[config.mk]
export PLATFORM = sky130hd
export DESIGN_NAME = ddram_clear
export DESIGN_NICKNAME = d
export VERILOG_FILES = /design/src/rtl/ddram_clear_pkg.sv /design/src/rtl/ddram_burst_len.sv /design/src/rtl/ddram_clear.sv
export SDC_FILE = /design/constraint.sdc
export NUM_CORES = 1
export LEC_CHECK = 0
export ABC_AREA = 0
export CORE_MARGIN = 8
export CORE_UTILIZATION = 50
export DETAILED_ROUTE_END_ITERATION = 16
export PLACE_DENSITY_LB_ADDON = 0.05
export SYNTH_ARGS = -nofsm -noshare
export SYNTH_HDL_FRONTEND = slang
export SYNTH_SLANG_ARGS = --single-unit
[constraint.sdc]
create_clock -name clk_sys -period 3.9 [get_ports clk_sys]
set_input_delay 0.39 -clock clk_sys [delete_from_list [all_inputs] [get_ports clk_sys]]
set_output_delay 0.39 -clock clk_sys [all_outputs]
set_load 0.01 [all_outputs]
[src/rtl/ddram_clear_pkg.sv]
// Shared types and widths for the DDR3 fill engine.
package ddram_clear_pkg;

  localparam int DDR_AW = 29;          // 64-bit word address width
  localparam int DDR_DW = 64;          // data width
  localparam int BCNT_W = 8;           // burst count width
  localparam int WIN_W  = DDR_AW + 1;  // window arithmetic, one spare bit for the +1

  typedef enum logic [1:0] {
    IDLE  = 2'd0,
    WRITE = 2'd1,
    GAP   = 2'd2,
    DONE  = 2'd3
  } state_t;

endpackage

[src/rtl/ddram_burst_len.sv]
// Burst length for a burst starting at addr: min(BURST, ADDR_END - addr + 1).
module ddram_burst_len
  import ddram_clear_pkg::*;
#(
  parameter logic [DDR_AW-1:0] ADDR_END = 29'h1FFFFFF,
  parameter int                BURST    = 64
)(
  input  logic [DDR_AW-1:0] addr,
  output logic [BCNT_W-1:0] len
);

  localparam logic [WIN_W-1:0] BURST_W = WIN_W'(BURST);

  logic [WIN_W-1:0] rem;

  // words remaining up to and including ADDR_END; the last burst gets truncated to this
  always_comb begin
    rem = {1'b0, ADDR_END} - {1'b0, addr} + WIN_W'(1);
    len = (rem < BURST_W) ? rem[BCNT_W-1:0] : BURST_W[BCNT_W-1:0];
  end

endmodule

[src/rtl/ddram_clear.sv]
// DDR3 fill engine: sweeps [ADDR_START..ADDR_END] with Avalon-MM write bursts of FILL.
module ddram_clear
  import ddram_clear_pkg::*;
#(
  parameter logic [DDR_AW-1:0] ADDR_START = 29'h0000000,
  parameter logic [DDR_AW-1:0] ADDR_END   = 29'h1FFFFFF,
  parameter int                BURST      = 64,
  parameter logic [DDR_DW-1:0] FILL       = 64'h0,
  parameter bit                LOOP       = 1'b1
)(
  input  logic              clk_sys,
  input  logic              reset,
  input  logic              en,
  input  logic              DDRAM_BUSY,
  output logic [BCNT_W-1:0] DDRAM_BURSTCNT,
  output logic [DDR_AW-1:0] DDRAM_ADDR,
  output logic [DDR_DW-1:0] DDRAM_DIN,
  output logic [7:0]        DDRAM_BE,
  output logic              DDRAM_WE,
  output logic              DDRAM_RD,
  output logic              active,
  output logic              pass_done,
  output logic [7:0]        pass_cnt
);

  localparam logic [WIN_W-1:0]  WIN       = {1'b0, ADDR_END} - {1'b0, ADDR_START} + WIN_W'(1);
  localparam logic [WIN_W-1:0]  BURST_W   = WIN_W'(BURST);
  localparam logic [BCNT_W-1:0] INIT_BCNT = (WIN < BURST_W) ? WIN[BCNT_W-1:0] : BURST_W[BCNT_W-1:0];

  state_t            state, state_nx;
  logic [BCNT_W-1:0] beat;
  logic [BCNT_W-1:0] next_len;
  logic              beat_ok, last_beat, end_hit, load_len;

  ddram_burst_len #(
    .ADDR_END (ADDR_END),
    .BURST    (BURST)
  ) u_len (
    .addr (DDRAM_ADDR),
    .len  (next_len)
  );

  assign beat_ok   = (state == WRITE) && !DDRAM_BUSY;
  assign last_beat = beat_ok && (beat == DDRAM_BURSTCNT - BCNT_W'(1));
  // current burst covers ADDR_END as its final word
  assign end_hit   = ({1'b0, DDRAM_ADDR} + WIN_W'(DDRAM_BURSTCNT)) == ({1'b0, ADDR_END} + WIN_W'(1));

  // WE follows state so an async reset drops it in the same cycle
  assign DDRAM_WE  = (state == WRITE);
  assign DDRAM_RD  = 1'b0;
  assign DDRAM_DIN = FILL;
  assign DDRAM_BE  = 8'hFF;
  assign active    = (state == WRITE) || (state == GAP);

  // state register
  always_ff @(posedge clk_sys or posedge reset) begin
    if (reset) state <= IDLE;
    else       state <= state_nx;
  end

  // next state; en only matters at burst boundaries (IDLE, GAP, DONE)
  always_comb begin
    state_nx = state;
    load_len = 1'b0;
    case (state)
      IDLE: begin
        if (en) begin
          state_nx = WRITE;
          load_len = 1'b1;
        end
      end
      WRITE: begin
        if (last_beat) state_nx = GAP;
      end
      GAP: begin
        load_len = 1'b1;
        if (pass_done && !LOOP) state_nx = DONE;
        else if (en)            state_nx = WRITE;
        else                    state_nx = IDLE;
      end
      DONE: begin
        if (!en) state_nx = IDLE;
      end
      default: state_nx = IDLE;
    endcase
  end

  // burst datapath: beat count, address advance, pass bookkeeping
  always_ff @(posedge clk_sys or posedge reset) begin
    if (reset) begin
      beat           <= '0;
      DDRAM_ADDR     <= ADDR_START;
      DDRAM_BURSTCNT <= INIT_BCNT;
      pass_done      <= 1'b0;
      pass_cnt       <= '0;
    end else begin
      pass_done <= 1'b0;
      if (beat_ok) beat <= last_beat ? '0 : beat + BCNT_W'(1);
      // address moves on once the burst is fully accepted, ready for the GAP reload
      if (last_beat) begin
        if (end_hit) begin
          DDRAM_ADDR <= ADDR_START;
          pass_done  <= 1'b1;
          pass_cnt   <= pass_cnt + 8'd1;
        end else begin
          DDRAM_ADDR <= DDRAM_ADDR + DDR_AW'(DDRAM_BURSTCNT);
        end
      end
      if (load_len) DDRAM_BURSTCNT <= next_len;
    end
  end

endmodule
==> results.cfg <==
[pwr]
p_comb_share_pct = 17.8
p_clk_share_pct = 28.1
peakVddDrop_mv = 0.133
seqPwrFrac_pct = 54.1
internal_power_uw = 831
leakage_nw = 2.33
p_per_area_nw_per_um2 = 242
power_switching_share_pct = 31.4
switchingPower_uw = 381

[timing]
fin_crit_sh_pct = 90.4
clock.fmax_ghz = 0.284
finalSetupViolCount = 0
rsz0062_at_grt = false
slew_viol_final = 0
hold_viol = 0
slew_headroom_pct = 43.7
fin_worst_hold_slack_ns = 0.484
skew_ns = 0.00611
tightest_slew_ns = 0.843
finalCriticalPeriod_ns = 3.53
tns_ns = 0

[grt]
grt_pass1_vias = 3744
grt_usage_pct = 18.8
grt_max_degree = 41
antenna_found_initial = 0
grt_first_pass_wirelength_um = 19300
overflow = 0

[synth]
synth_top_area_share_pct = 30.0
synth.ff_latch_count = 56
yosysSeqAreaShare_pct = 30.6
yosysTopAreaCell = dfrtp_1
synth.area.top_cells = dfrtp_1 30%, buf_4 12%, xor2_1 6.5%, xnor2_1 5.7%, nand2_1 4.6%
synthFlopType = dfrtp_1
ys_types = 62
ys_warn_count = 0
synth_cells = 529
synthArstFlopShare_pct = 100
avgSynthCellArea_um2 = 8.66
syn-cell-area_um2 = 4580
synth-edff-count = 0

[place]
dpl.hpwl_um = 8880
place_area_um2 = 4900
dp.cells = 672
io_buffers = 51
globalplace.congestion = 0.897

[detailed_routing]
routed_via_density = 5.42
routed_wirelength_um = 11600
firstDrtPassIters = 4
drt_iter0_drc = 300
drtAntennaViolNets = 0
vias = 3687
remaining_drc_errors = 0
wl_per_cell_um = 17.0

[worst_setup_path]
criticalPathCategory = register to register
critical_path.most_common_cell = nor4_4
end_kind = register
critPathMaxFanout = 9
cp_cell_sequence = ha_1 -> fa_1 -> a21o_1 -> a221oi_4 -> mux2i_1 -> a2111oi_2 -> nand4b_1 -> nor4_4 -> o2111ai_4 -> nor4_4 -> xor2_1
cp_slowest_stage_delay_ns = 0.47
worstPathArrival_ns = 3.77
crit_slowest_cell = dfrtp_1
critPathRequiredTime_ns = 4.14
startpoint_type = register

[clock_network]
cts_root_buffer = clkbuf_8
cts.sinks = 56
path_clk_slew_ns = 0.10
cts_setup_buffers = 0
cts-hold-fix-buffers = 0
cts_resized = 0
cts_tree = done
ctsLongestPathBuffers = 2
cts_buffers = 5
h-tree-depth = 2
clk_latency_ns = 0.31

[layout]
final_util_pct = 55.3
nNetsFinal = 589
area_delta_synth_final_pct = 9.37
drive_gt1_share_pct = 6.15
instances_no_fill = 680
final_common_cell = conb_1
layout_common_cells = 73 x conb_1, 56 x nand2_1, 55 x dfrtp_1
diodes = 0
design_area_um2 = 5010

[die]
core_um2 = 9060
die-height_um = 112
start_util_pct = 50.5
pin_count = 125
die_area_um2 = 12500
rows = 35
die_w_um = 112

[worst_hold_path]
hp-class = register to register

[flow_run]
max_cap_violations = 0

[outcome]
status = complete, no violations
## metal layers
| metal | share of wire [%] | GRT usage (%) | vias up |
|---|---|---|---|
| met5 | 0 | 0 | - |
| met4 | 1.7 | 6.38 | 0 |
| met3 | 5.3 | 3.84 | 13 |
| met2 | 45 | 29.0 | 128 |
| met1 | 48 | 25.4 | 1771 |
| li1 | - | - | 1775 |
## synth_stat cells, types with 4 or more instances
| library cell | n |
|---|---|
| mux2i_1 | 5 |
| and2_1 | 5 |
| o211ai_1 | 4 |
| xor2_1 | 34 |
| dfrtp_1 | 55 |
| nand3_1 | 19 |
| a211oi_1 | 6 |
| and3_1 | 12 |
| a31oi_1 | 7 |
| ha_1 | 16 |
| buf_2 | 5 |
| a21oi_1 | 12 |
| a21o_1 | 6 |
| buf_4 | 73 |
| xnor2_1 | 30 |
| o21ai_0 | 19 |
| nor4_1 | 8 |
| inv_1 | 17 |
| clkbuf_1 | 20 |
| nand2_1 | 56 |
| nand4_1 | 13 |
| nor2_1 | 31 |
| nor3_1 | 16 |
## power by group through the flow
stage	Clock (mW)	Combinational [mW]	Sequential [mW]
6_report	0.340	0.216	0.656
5_1_grt	0.377	0.245	0.662
4_1_cts	0.356	0.215	0.654
3_5_place_dp	0	0.214	0.665
3_3_place_gp	0	0.208	0.664
2_1_floorplan	0	0.205	0.651
## path summary, 6_finish.rpt
| path | slack [ns] | from | to | depth (start not counted) |
|---|---|---|---|---|
| worst max register to register | 0.37 | DDRAM_BURSTCNT[0] | pass_cnt[6] | 11 |
| min in group asynchronous | 0.57 | reset | pass_done | 2 |
| worst max-delay path | 0.37 | DDRAM_BURSTCNT[0] | pass_cnt[6] | 11 |
| worst min-delay path | 0.48 | pass_cnt[7] | pass_cnt[7] | 1 |
| worst min register to register | 0.48 | pass_cnt[7] | pass_cnt[7] | 1 |
| max in group asynchronous | 2.57 | reset | DDRAM_ADDR[11] | 3 |
## cell type report
type                            instances  area, um^2
Clock buffer                            7        86.3
Sequential cell                        56        1400
Multi-Input combinational cell        428        2730
Timing Repair Buffer                   60         578
Fill cell                             872        4060
Inverter                               17        63.8
Tap cell                              111         139
Clock inverter                          1        7.51
## cells by family (layout without fill, tap and decap cells)
group	after synthesis	in the layout	share of synthesized area, %
other	2	73	0.164
adders and majority gates	17	17	4.81
and+or+nand+nor	187	187	21.8
AOI/OAI and AO/OA	80	80	13.0
muxes	7	7	1.58
DFF	56	56	30.6
buffers and inverters	116	85	15.8
xor gates and xnor gates	64	64	12.2
## through the flow
step                power (mW)  setup slack (ns)
CTS                       1.22             0.256
global placement         0.872             0.364
finish                    1.21             0.373
detailed placement       0.879             0.301
global route              1.28            0.0637
floorplan                0.856             0.472
## registers in the layout, summed over array words and instances, names as in the netlist
name / flops
DDRAM_BURSTCNT: 8
state: 2
pass_done: 1
DDRAM_ADDR: 29
pass_cnt: 8
beat: 8
## critical path: cells and delay by family (launching register included)
| kind | cells | cell delay [ns] |
|---|---|---|
| AND/OR/NAND/NOR | 3 | 0.84 |
| XOR/XNOR | 1 | 0.16 |
| adder cells (fa/ha/maj) | 2 | 0.67 |
| flip-flops | 1 | 0.47 |
| AO/OA/AOI/OAI | 4 | 1.17 |
| multiplexers | 1 | 0.14 |
(Power assumes the default switching activity.)
